## src/rtl/handshake_pkg.sv

```systemverilog
// Shared constants and helpers for the handshake skid FIFO.
package handshake_pkg;

    localparam int HSK_MIN_DEPTH = 2;

    // Width needed to hold an occupancy in 0..depth inclusive.
    function automatic int hsk_lvl_w(input int depth);
        return $clog2(depth + 1);
    endfunction

endpackage

```

## src/rtl/handshake_skid_fifo_if.sv

```systemverilog
// Valid/ready stream bundle: upstream (d_*) into the FIFO, downstream (s_*) out of it.
interface handshake_skid_fifo_if #(
    parameter int DATA_W = 8
);
    import handshake_pkg::*;

    // A word moves on a rising clk edge exactly when valid and ready are both 1;
    // once raised, valid holds with stable data until that transfer happens.
    logic              d_valid_i;
    logic [DATA_W-1:0] d_data_i;
    logic              d_ready_o;
    logic              s_valid_o;
    logic [DATA_W-1:0] s_data_o;
    logic              s_ready_i;

    modport slave (
        input  d_valid_i,
        input  d_data_i,
        output d_ready_o,
        output s_valid_o,
        output s_data_o,
        input  s_ready_i
    );

    modport master (
        output d_valid_i,
        output d_data_i,
        input  d_ready_o,
        input  s_valid_o,
        input  s_data_o,
        output s_ready_i
    );

endinterface

```

## src/rtl/handshake_fifo_mem.sv

```systemverilog
// DEPTH x DATA_W register array: one synchronous write port, one asynchronous read port.
module handshake_fifo_mem
    import handshake_pkg::*;
#(
    parameter int DATA_W = 8,
    parameter int DEPTH  = 2,
    parameter int ADDR_W = $clog2(DEPTH)
) (
    input  logic              clk,
    input  logic              we,
    input  logic [ADDR_W-1:0] waddr,
    input  logic [DATA_W-1:0] wdata,
    input  logic [ADDR_W-1:0] raddr,
    output logic [DATA_W-1:0] rdata
);

    logic [DATA_W-1:0] mem [DEPTH];

    // Storage is deliberately not reset; valid data is tracked by the pointers.
    always_ff @(posedge clk) begin
        if (we) begin
            mem[waddr] <= wdata;
        end
    end

    assign rdata = mem[raddr];

endmodule

```

## src/rtl/handshake_skid_fifo.sv

```systemverilog
// Fully registered valid/ready FIFO of DEPTH entries; level_o exists only when HSK_LEVEL_EN is defined.
module handshake_skid_fifo
    import handshake_pkg::*;
#(
    parameter int DATA_W = 8,
    parameter int DEPTH  = 2
) (
    input  logic                           clk,
    input  logic                           rst_n,
    handshake_skid_fifo_if.slave           bus
`ifdef HSK_LEVEL_EN
    ,
    output logic [hsk_lvl_w(DEPTH)-1:0]    level_o
`endif
);

    localparam int PTR_W = $clog2(DEPTH);
    localparam int LVL_W = hsk_lvl_w(DEPTH);
    localparam logic [LVL_W-1:0] LVL_ONE  = LVL_W'(1);
    localparam logic [LVL_W-1:0] LVL_FULL = LVL_W'(DEPTH);
    localparam logic [PTR_W-1:0] PTR_ONE  = PTR_W'(1);

    if (DEPTH < HSK_MIN_DEPTH || (DEPTH & (DEPTH - 1)) != 0) begin : g_depth_check
        $error("handshake_skid_fifo: DEPTH must be a power of two and at least 2");
    end

    logic [PTR_W-1:0]  wptr;
    logic [PTR_W-1:0]  rptr;
    logic [LVL_W-1:0]  count;
    logic [LVL_W-1:0]  count_next;
    logic              push;
    logic              pop;
    logic [DATA_W-1:0] next_head;

    assign push = bus.d_valid_i && bus.d_ready_o;
    assign pop  = bus.s_valid_o && bus.s_ready_i;

    // The memory holds every queued word; s_data_o is a registered copy of the head.
    handshake_fifo_mem #(
        .DATA_W (DATA_W),
        .DEPTH  (DEPTH),
        .ADDR_W (PTR_W)
    ) u_mem (
        .clk   (clk),
        .we    (push),
        .waddr (wptr),
        .wdata (bus.d_data_i),
        .raddr (rptr + PTR_ONE),
        .rdata (next_head)
    );

    always_comb begin
        count_next = count;
        if (push && !pop) begin
            count_next = count + LVL_ONE;
        end else if (pop && !push) begin
            count_next = count - LVL_ONE;
        end
    end

    always_ff @(posedge clk or negedge rst_n) begin
        if (!rst_n) begin
            wptr          <= '0;
            rptr          <= '0;
            count         <= '0;
            bus.d_ready_o <= 1'b0;
            bus.s_valid_o <= 1'b0;
            bus.s_data_o  <= '0;
        end else begin
            if (push) begin
                wptr <= wptr + PTR_ONE;
            end
            if (pop) begin
                rptr <= rptr + PTR_ONE;
            end
            count         <= count_next;
            bus.d_ready_o <= (count_next < LVL_FULL);
            bus.s_valid_o <= (count_next != '0);
            // With two or more queued, the entry behind the head is already in memory.
            if (pop && count > LVL_ONE) begin
                bus.s_data_o <= next_head;
            end else if (push && (count == '0 || (pop && count == LVL_ONE))) begin
                bus.s_data_o <= bus.d_data_i;
            end
        end
    end

`ifdef HSK_LEVEL_EN
    assign level_o = count;
`endif

endmodule
```

## src/flat_wrapper.sv

```systemverilog
// flat-port wrapper written by rule: the top's interface ports become plain ports
module handshake_skid_fifo_flat import handshake_pkg::*;
#(
    parameter int DATA_W = 8,
    parameter int DEPTH  = 2
)
  (clk, rst_n, bus_d_valid_i, bus_d_data_i, bus_d_ready_o, bus_s_valid_o, bus_s_data_o, bus_s_ready_i);
  handshake_skid_fifo_if #(.DATA_W(DATA_W)) bus_i ();
  input  logic clk;
  input  logic rst_n;
  input wire logic [$bits(bus_i.d_valid_i)-1:0] bus_d_valid_i;
  input wire logic [$bits(bus_i.d_data_i)-1:0] bus_d_data_i;
  output wire logic [$bits(bus_i.d_ready_o)-1:0] bus_d_ready_o;
  output wire logic [$bits(bus_i.s_valid_o)-1:0] bus_s_valid_o;
  output wire logic [$bits(bus_i.s_data_o)-1:0] bus_s_data_o;
  input wire logic [$bits(bus_i.s_ready_i)-1:0] bus_s_ready_i;
  assign bus_i.d_valid_i = bus_d_valid_i;
  assign bus_i.d_data_i = bus_d_data_i;
  assign bus_d_ready_o = bus_i.d_ready_o;
  assign bus_s_valid_o = bus_i.s_valid_o;
  assign bus_s_data_o = bus_i.s_data_o;
  assign bus_i.s_ready_i = bus_s_ready_i;
  handshake_skid_fifo #(.DATA_W(DATA_W), .DEPTH(DEPTH)) u_core (.clk(clk), .rst_n(rst_n), .bus(bus_i));
endmodule
```

## config.mk

```make
export PLATFORM = sky130hd
export DESIGN_NAME = handshake_skid_fifo_flat
export DESIGN_NICKNAME = d
export VERILOG_FILES = /design/src/rtl/handshake_pkg.sv /design/src/rtl/handshake_skid_fifo_if.sv /design/src/rtl/handshake_fifo_mem.sv /design/src/rtl/handshake_skid_fifo.sv /design/src/flat_wrapper.sv
export SDC_FILE = /design/constraint.sdc
export NUM_CORES = 1
export LEC_CHECK = 0
export CAP_MARGIN = 20
export CORE_UTILIZATION = 54
export CTS_CLUSTER_DIAMETER = 80
export DETAILED_ROUTE_END_ITERATION = 6
export HOLD_SLACK_MARGIN = 0.08
export PLACE_DENSITY_LB_ADDON = 0.15
export SYNTH_ARGS = -nofsm -noshare
export SYNTH_HDL_FRONTEND = slang
export SYNTH_SLANG_ARGS = --single-unit
```

## constraint.sdc

```tcl
create_clock -name clk -period 3.67 [get_ports clk]
set_clock_uncertainty 0.1 [all_clocks]
set_input_delay 0.734 -clock clk [delete_from_list [all_inputs] [get_ports clk]]
set_output_delay 0.734 -clock clk [all_outputs]
set_load 0.005 [all_outputs]
```

After elaboration in Yosys (flattened, before gate mapping) --
Memory sizes are Yosys's and may differ from the RTL's. Cells that the tools add are included.
Word-level totals: output and inout port bits 10, memory bits (writable) 16, input port bits 12, logic and storage cells 33, flip-flop bits (word level) 14, memories 1
Memories:
- u_core.u_mem.mem | depth 2, bits a word 8, read ports 1, clocked after memory_dff 0, wr ports 1, RTL line handshake_fifo_mem.sv:17 | logic [DATA_W-1:0] mem [DEPTH];
Operators by class: add/sub/neg operators 4, muxes and demuxes 6, reduce and logical (&&, ||, !) cells 13, equal/unequal tests 1, magnitude comparators 2
Operators with widths (number):
- $mux 8 | 2
- $logic_and 1x1->1 | 7
- $mux 2 | 2
- $reduce_bool 2->1 | 2
- $add 1x1->1 const B | 2
- $add 2x1->2 const B | 1
- $eq 2x1->1 const B | 1
- $gt 2x1->1 const B | 1
- $logic_not 1->1 | 2
- $logic_not 2->1 | 1
- $lt 2x2->1 const B | 1
- $mux 1 | 2
- $sub 2x1->2 const B | 1
- $logic_or 1x1->1 | 1

Depth between registers and ports, before layout --
Gate-level depths: netlist (run 1).
depth after elaboration 6, depth in mapped cells 5, mapped depth without buffers 5

Cells and area by module --
From an unflattened synthesis (run 1), not the netlist that was laid out.
Unflattened totals: cell total of the unflattened synthesis 83, area total of the unflattened synthesis 1322.5 um2
By module, submodules not included:
- handshake_skid_fifo | seq. area each 350.3 um2, times used 1, cells an instance 56, area each 698.2 um2
- handshake_fifo_mem | seq. area each 480.5 um2, times used 1, cells an instance 27, area each 624.3 um2

Least setup slack after synthesis (run 1) --
Ideal clock, no wire load.
path type input-to-reg, start input port bus_d_valid_i, end memory u_core.u_mem.mem[0][0] (enable), library setup time 0.370 ns, arrival time 1.214 ns, data required time 3.200 ns, path buffers 0, stages 2, setup slack 1.986 ns, cells stage by stage nand2_2 nor2_1
Between the ends: word-level cells in the longest chain between the ends 3
Ends and longest elaborated chain:
- start: declaration | RTL line flat_wrapper.sv:11 | input wire logic [$bits(bus_i.d_valid_i)-1:0] bus_d_valid_i;
- $logic_and 1x1->1 | RTL line handshake_skid_fifo.sv:35 | assign push = bus.d_valid_i && bus.d_ready_o;
- $mux 1 | RTL line handshake_fifo_mem.sv:21 | if (we) begin
- $mux 1 (implied by the code) | RTL line handshake_fifo_mem.sv:22 | mem[waddr] <= wdata;
- end: declaration | RTL line handshake_fifo_mem.sv:17
No other way between the ends.

Worst setup path in the final report (run 1) --
start input port bus_d_valid_i, end memory u_core.u_mem.mem[0][5] (enable)
Same word-level chain as after synthesis.

==> results of run 1 <==
-- worst max path at each step --
| stage | cells past startpoint | start | to | slack (ns) |
|---|---|---|---|---|
| after CTS | 3 | bus_d_valid_i | u_core.u_mem.mem[0][5] | 1.48 |
| after global placement | 3 | bus_d_valid_i | u_core.u_mem.mem[0][4] | 1.18 |
| after floorplan | 2 | bus_d_valid_i | u_core.u_mem.mem[0][0] | 1.99 |
| final | 3 | bus_d_valid_i | u_core.u_mem.mem[0][5] | 1.52 |
| after global routing | 3 | bus_d_valid_i | u_core.u_mem.mem[0][0] | 1.44 |
| after detailed placement | 3 | bus_d_valid_i | u_core.u_mem.mem[0][4] | 1.13 |
-- final cells by class --
type	instances	area [µm²]
fill	153	524
timing repair buffer	21	210
clock buffer	6	41.3
sequential	30	831
inverter	2	7.51
clock inverter	2	10.0
tap	27	33.8
multi-input combinational	47	384
-- stage by stage --
stage | util | hold WS, ns | area [µm²] | setup slack [ns] | cells
4_1_cts | 0.743 | 0.425 | 1520 | 1.48 | 135
2_1_floorplan | - | 0.338 | 1230 | 1.99 | 80
5_1_grt | 0.743 | 0.444 | 1520 | 1.44 | 135
3_5_place_dp | 0.718 | 0.396 | 1470 | 1.13 | 127
6_report | 0.743 | 0.421 | 1520 | 1.52 | 135
3_3_place_gp | 0.718 | 0.381 | 1470 | 1.18 | 127
-- registers in the layout (all words and copies together), names as in the netlist --
| name | count |
|---|---|
| u_core.u_mem.mem | 16 |
| u_core.bus.s_data_o | 8 |
| u_core.count | 2 |
| u_core.bus.d_ready_o | 1 |
| u_core.bus.s_valid_o | 1 |
| u_core.rptr | 1 |
| u_core.wptr | 1 |
-- kinds of logic after synthesis --
logic type / Yosys count / share of synthesized area
xor+xnor: 4 / 0.0285
mux: 9 / 0.0734
fa+ha+maj: 2 / 0.0204
buf+inv: 3 / 0.0102
compound gates: 14 / 0.114
flops: 30 / 0.677
simple gates: 18 / 0.0765
-- per-layer routing --
layer | up-vias | global-route usage | wire length (µm)
met5 | - | 0 | 0
met4 | 0 | 0.138 | 61
met3 | 9 | 0.0586 | 112
met2 | 21 | 0.340 | 1040
met1 | 373 | 0.280 | 1020
li1 | 362 | - | -
-- cells in the final DEF, fill, tap and decap left out --
cell type	netlist	final
inv_1	2	2
dfrtp_1	14	14
clkdlybuf4s50_1	0	21
and3_2	1	1
o211a_4	1	1
edfxtp_1	16	16
ha_1	2	2
a21oi_1	1	1
a22oi_1	1	1
a221o_1	8	8
a21o_1	1	1
xnor2_1	4	4
o22ai_2	1	1
clkinv_2	0	2
nand3b_1	1	1
nand2_2	1	1
clkbuf_4	0	5
nand4b_2	1	1
nand2_1	1	1
and3_1	1	1
nor2_1	10	10
nand3_1	2	2
a21bo_2	1	1
mux2i_1	9	9
clkbuf_1	0	1
-- power breakdown --
part	total [mW]	switching [mW]	internal [mW]
registers	0.558	0.0932	0.465
logic	0.433	0.177	0.256
clock network	0.183	0.110	0.0728
-- cells in the mapped netlist --
| library cell | number |
|---|---|
| nand2_1 | 1 |
| xnor2_1 | 4 |
| mux2i_1 | 9 |
| nand2_2 | 1 |
| dfrtp_1 | 14 |
| nand3_1 | 2 |
| nand3b_1 | 1 |
| a22oi_1 | 1 |
| edfxtp_1 | 16 |
| a21bo_2 | 1 |
| a21o_1 | 1 |
| a221o_1 | 8 |
| nand4b_2 | 1 |
| o22ai_2 | 1 |
| buf_2 | 1 |
| o211a_4 | 1 |
| nor2_1 | 10 |
| ha_1 | 2 |
| a21oi_1 | 1 |
| inv_1 | 2 |
| and3_1 | 1 |
| and3_2 | 1 |
-- worst reg2reg max path: stages (launching register included) --
cell and delay [ns]:
dfrtp_1 0.42, inv_1 0.11, ha_1 0.20, nand4b_2 0.36, o211a_4 0.28, a221o_1 0.31
==> metrics.cfg, run 1 <==
[outcome]
status = finished clean

[critical_path]
path_max_fanout = 8
cp_top_family = simple AND/OR/NAND/NOR gates
cp.required_ns = 3.53
path_cells = clkdlybuf4s50_1 > nand2_2 > nor2_1
worstPathArrival_ns = 2.01
r2r_setup_slack_ns = 1.78
worst_path_max_delay_cell = nor2_1
setup.worst_path.class = input pin to flip-flop
worst_setup_path_start_kind = input pin
reg2reg_depth = 5
rr_startpoint = u_core.count[1]
r2r_end = u_core.bus.s_data_o[4]
end_kind = flip-flop
crit_path_max_incr_delay_ns = 0.59
cp_num_buf_inv = 1

[floorplanning]
coreArea_mm2 = 0.00204
core.rowCount = 16
die_w_um = 49.7
start_util = 0.601
ios = 22
die_h_um = 49.7
die-area_mm2 = 0.00247

[finish]
finalNetCount = 121
final_layout_size_suffix_gt1_frac = 0.120
area_growth_pct = 23.6
n_antenna_cell = 0

[detailed_routing]
drc = 0
vias = 765
via_per_inst = 5.67
drtIter0Drc = 16
wire_per_inst_um = 16.5
first_pass_iters = 4
wl_um = 2230
final_antenna_net_count = 0

[hold_path]
holdPathStages = 1
min_path_type = flip-flop to flip-flop
min-delay-start = u_core.bus.s_data_o[3]
hold-path-endpoint = u_core.bus.s_data_o[3]

[cts]
cts_setup_buffers = 0
cts.reportedPaths.clkPinSlew_ns = 0.09
cts_hold_buf = 0
tritoncts = done
clock_tree.root_cell = clkbuf_4
numCtsBuffers = 5
clockBufferDepth = 2
htree_levels = 2
clock_latency_ns = 0.32
clock_sinks = 30
cts-resized-gates = 0

[grt]
grt_pass1_wl_um = 3800
grt_pass1_vias = 800
antenna_found_initial = 0
grt.total_usage = 0.222
grt_overflow_total = 0
grt_max_degree = 15

[power_and_ir_drop]
cellPowerDensity_mw_per_mm2 = 773
power_mw = 1.17
total_leakage_power_nw = 0.612
irDropWorstVdd_uv = 595

[yosys]
synth.area.top_cells = edfxtp_1 39%, dfrtp_1 29%, mux2i_1 7.3%
syn_area_per_cell_um2 = 15.3
syn_inst = 80
synth_area_mm2 = 0.00123
ys_types = 22
ys_seq_area_frac = 0.677
synth_nets = 94
yosys_warnings = 0
synth_largest_area_cell = edfxtp_1
yosys.area.top_type_share = 0.391
ys_ff_latch = 30

[sta]
worstMarginPinSlew_ns = 0.742
rsz0062_at_grt = no
final_hold_viol_count = 0
period_share = 0.587
fin_tns_setup_ns = 0
maxSlewHeadroom = 0.503
period_minus_slack_ns = 2.15
setup_viol = 0
finalMaxSlewViolations = 0
fmax_mhz = 464

[placed_design]
numPortBuffers = 21
detailed_place_hpwl_um = 1570
globalplace.congestion = 0.806

[run]
drv_cap = 0

(Power assumes the default switching activity.)
==> inputs of run 2 (changes only) <==
Settings changed: CORE_UTILIZATION 54 to 50.
Clock period 3.67 ns to 2.1 ns, I/O delays scaled along.
==> metrics.cfg, run 2 (same netlist as run 1, synthesis figures left out) <==
[critical_path]
setup.worst_path.class = flip-flop to output port
path_max_fanout = 6
worstPathArrival_ns = 1.31
r2r_setup_slack_ns = 0.45
cp_top_family = buffers and inverters
cp.required_ns = 1.58
end_kind = output port
path_cells = clkdlybuf4s50_1
worst_path_max_delay_cell = clkdlybuf4s50_1
r2r_end = u_core.bus.s_data_o[3]
rr_startpoint = u_core.count[1]
cp_num_buf_inv = 1
reg2reg_depth = 5
worst_setup_path_start_kind = flip-flop
crit_path_max_incr_delay_ns = 0.54

[finish]
finalNetCount = 124
postLayoutCoreUtil = 0.688
largest_reg_flops = 16
final_cell_mix = 21 x clkdlybuf4s50_1, 16 x edfxtp_1, 14 x dfrtp_1, 10 x nor2_1, 9 x mux2i_1
area_growth_pct = 26.3
layout_commonest_cell = clkdlybuf4s50_1
regMostFlops = u_core.u_mem.mem
final_layout_size_suffix_gt1_frac = 0.144
n_antenna_cell = 0
top_regs = u_core.u_mem.mem x16, u_core.bus.s_data_o x8, u_core.count x2

[grt]
use_met3 = 0.0877
grt_pass1_vias = 773
grt_max_degree = 15
antenna_found_initial = 0
grt.busiest_layer = met2
grt_overflow_total = 0
grt_pass1_wl_um = 3650
grtUsageMet1 = 0.270
grt.total_usage = 0.211
use_met2 = 0.307

[sta]
rsz0062_at_grt = no
maxSlewHeadroom = 0.578
fmax_mhz = 546
period_minus_slack_ns = 1.83
fin_tns_setup_ns = 0
setup_viol = 0
period_share = 0.872
worstMarginPinSlew_ns = 0.631
finalMaxSlewViolations = 0
final_hold_viol_count = 0

[detailed_routing]
wl_um = 2210
vias = 793
drc = 0
final_antenna_net_count = 0
drtIter0Drc = 29
wire_per_inst_um = 15.9
first_pass_iters = 4
via_per_inst = 5.71

[cts]
clock_tree.root_cell = clkbuf_4
cts_hold_buf = 0
clock_sinks = 30
cts_setup_buffers = 0
clock_latency_ns = 0.32
cts.reportedPaths.clkPinSlew_ns = 0.09
cts-resized-gates = 0
htree_levels = 2
clockBufferDepth = 2
tritoncts = done
numCtsBuffers = 5

[hold_path]
min_path_type = input pin to asynchronous set/reset pin

[placed_design]
detailed_place_hpwl_um = 1560
numPortBuffers = 21
globalplace.congestion = 0.722

[power_and_ir_drop]
power_mw = 2.09
cellPowerDensity_mw_per_mm2 = 1350
total_leakage_power_nw = 0.631
irDropWorstVdd_uv = 1130

[run]
drv_cap = 0

[floorplanning]
coreArea_mm2 = 0.00225
core.rowCount = 17
die_w_um = 51.5
start_util = 0.544
die-area_mm2 = 0.00266
die_h_um = 51.5
ios = 22

[outcome]
status = finished clean

## run 2: through the flow
step	hold WS, ns	area, µm²	cells	setup slack, ns
5_1_grt	0.416	1550	139	0.222
3_3_place_gp	0.387	1490	131	0.167
2_1_floorplan	0.0244	1230	80	0.439
3_5_place_dp	0.399	1490	131	0.145
6_report	0.377	1550	139	0.269
4_1_cts	0.396	1550	139	0.254
## run 2: power breakdown
part / switching (mW) / leakage [nW] / internal, mW
logic: 0.301 / 0.281 / 0.467
clock network: 0.185 / 0.0353 / 0.162
registers: 0.160 / 0.314 / 0.812
## run 2: worst max-delay path by stage
stage / cells past startpoint / start / to / slack [ns]
2_1_floorplan: 5 / u_core.count[1] / u_core.bus.s_data_o[0] / 0.44
3_3_place_gp: 4 / bus_d_valid_i / u_core.bus.s_data_o[2] / 0.17
3_5_place_dp: 4 / bus_d_valid_i / u_core.bus.s_data_o[5] / 0.15
4_1_cts: 1 / u_core.bus.d_ready_o / bus_d_ready_o / 0.25
5_1_grt: 1 / u_core.bus.d_ready_o / bus_d_ready_o / 0.22
6_report: 1 / u_core.bus.d_ready_o / bus_d_ready_o / 0.27
## run 2: final cells by class
| type | count | area (µm²) |
|---|---|---|
| clock buffer | 7 | 55.1 |
| clock inverter | 1 | 5.00 |
| fill | 193 | 704 |
| inverter | 2 | 7.51 |
| multi-input combinational | 47 | 384 |
| sequential | 30 | 831 |
| tap | 28 | 35.0 |
| timing repair buffer | 24 | 233 |
## run 2: metal layers
layer  up-vias  wire length, µm
met3         6              129
met4         0               51
met1       390              996
li1        369                -
met2        28             1030
met5         -                0
==> inputs of run 3 (changes only) <==
Clock period 2.1 ns to 1.9 ns, I/O delays scaled along.
==> metrics.cfg, run 3 (same netlist as run 1, synthesis figures left out) <==
[critical_path]
cp_num_buf_inv = 1
crit_path_max_incr_delay_ns = 0.53
worst_setup_path_start_kind = flip-flop
worst-path-stages = 1
path_cells = clkdlybuf4s50_1
r2r_setup_slack_ns = 0.25
path_max_fanout = 6
setup.worst_path.class = flip-flop to output port
cp_top_family = buffers and inverters
r2r_end = u_core.bus.s_data_o[4]
worstPathArrival_ns = 1.30
reg2reg_depth = 5
end_kind = output port
rr_startpoint = u_core.count[1]
cp.required_ns = 1.42
worst_path_max_delay_cell = clkdlybuf4s50_1

[sta]
final_hold_viol_count = 0
setup_viol = 0
worstMarginPinSlew_ns = 0.492
finalMaxSlewViolations = 0
fmax_mhz = 561
fin_tns_setup_ns = 0
rsz0062_at_grt = no
period_minus_slack_ns = 1.78
maxSlewHeadroom = 0.672
period_share = 0.938
holdWs_ns = 0.236

[finish]
area_growth_pct = 28.4
finalNetCount = 127
final_cell_mix = 21 x clkdlybuf4s50_1, 16 x edfxtp_1, 14 x dfrtp_1, 10 x nor2_1, 9 x mux2i_1
multiInputGateArea_um2 = 384
largest_reg_flops = 16
layout_commonest_cell = clkdlybuf4s50_1
fill_cells = 171
register_area_um2 = 831
n_antenna_cell = 0
final_layout_size_suffix_gt1_frac = 0.175
top_regs = u_core.u_mem.mem x16, u_core.bus.s_data_o x8, u_core.count x2
regMostFlops = u_core.u_mem.mem

[run]
drv_cap = 0

[cts]
clock_sinks = 30
clock_tree.root_cell = clkbuf_4
cts_hold_buf = 0
numCtsBuffers = 5
clockBufferDepth = 2
cts_setup_buffers = 0
htree_levels = 2
cts-resized-gates = 0
cts.reportedPaths.clkPinSlew_ns = 0.10
clock_latency_ns = 0.33
tritoncts = done

[floorplanning]
core.rowCount = 17
die-area_mm2 = 0.00266
coreArea_mm2 = 0.00225
start_util = 0.544
die_w_um = 51.5
die_h_um = 51.5
ios = 22

[grt]
grt.total_usage = 0.198
grt_pass1_wl_um = 3580
grt_pass1_vias = 773
grt_max_degree = 15
grt_overflow_total = 0
antenna_found_initial = 0

[power_and_ir_drop]
cellPowerDensity_mw_per_mm2 = 1490
irDropWorstVdd_uv = 1080
total_leakage_power_nw = 0.645

[detailed_routing]
via_per_inst = 5.46
drtIter0Drc = 38
first_pass_iters = 4
final_antenna_net_count = 0
vias = 776
wire_per_inst_um = 15.6
drc = 0
wl_um = 2220

[placed_design]
detailed_place_hpwl_um = 1540
globalplace.congestion = 0.725
numPortBuffers = 21

[outcome]
status = finished clean

[hold_path]
min_path_type = input pin to asynchronous set/reset pin

-- run 3: area by class of cell --
type | instances | area share
Sequential cell | 30 | 0.527
Tap cell | 28 | 0.0222
Clock buffer | 6 | 0.0325
Inverter | 2 | 0.00476
Clock inverter | 2 | 0.00794
Timing Repair Buffer | 27 | 0.162
Multi-Input combinational cell | 47 | 0.244
-- run 3: worst max path at each step --
stage | start | to | slack, ns
5_1_grt | u_core.bus.d_ready_o | bus_d_ready_o | 0.08
2_1_floorplan | u_core.count[1] | u_core.bus.s_data_o[0] | 0.24
3_3_place_gp | bus_d_valid_i | u_core.bus.s_data_o[2] | 0.01
4_1_cts | u_core.bus.d_ready_o | bus_d_ready_o | 0.11
6_report | u_core.bus.d_ready_o | bus_d_ready_o | 0.12
3_5_place_dp | bus_d_valid_i | u_core.bus.s_data_o[6] | -0.007
-- run 3: per-stage QoR --
| stage | total power, mW | instance area, µm² | worst slack (ns) | utilization | std cells |
|---|---|---|---|---|---|
| finish | 2.35 | 1580 | 0.117 | 0.699 | 142 |
| global route | 2.49 | 1580 | 0.0764 | 0.699 | 142 |
| CTS | 2.36 | 1580 | 0.110 | 0.699 | 142 |
| detailed placement | 1.95 | 1510 | -0.00745 | 0.671 | 134 |
| global placement | 1.93 | 1510 | 0.0126 | 0.671 | 134 |
| floorplan | 1.56 | 1230 | 0.239 | - | 80 |
-- run 3: where the power goes --
group          leakage, nW  switching (mW)  total [mW]  internal, mW
Sequential           0.314           0.176        1.07         0.897
Clock               0.0343           0.228       0.406         0.178
Combinational        0.297           0.339       0.869         0.530
-- run 3: routing by layer --
metal / global-route usage / vias up / share of wire
met5: 0 / - / 0
met1: 0.261 / 379 / 0.47
li1: - / 372 / -
met4: 0.0811 / 0 / 0.012
met3: 0.0614 / 3 / 0.062
met2: 0.303 / 22 / 0.46
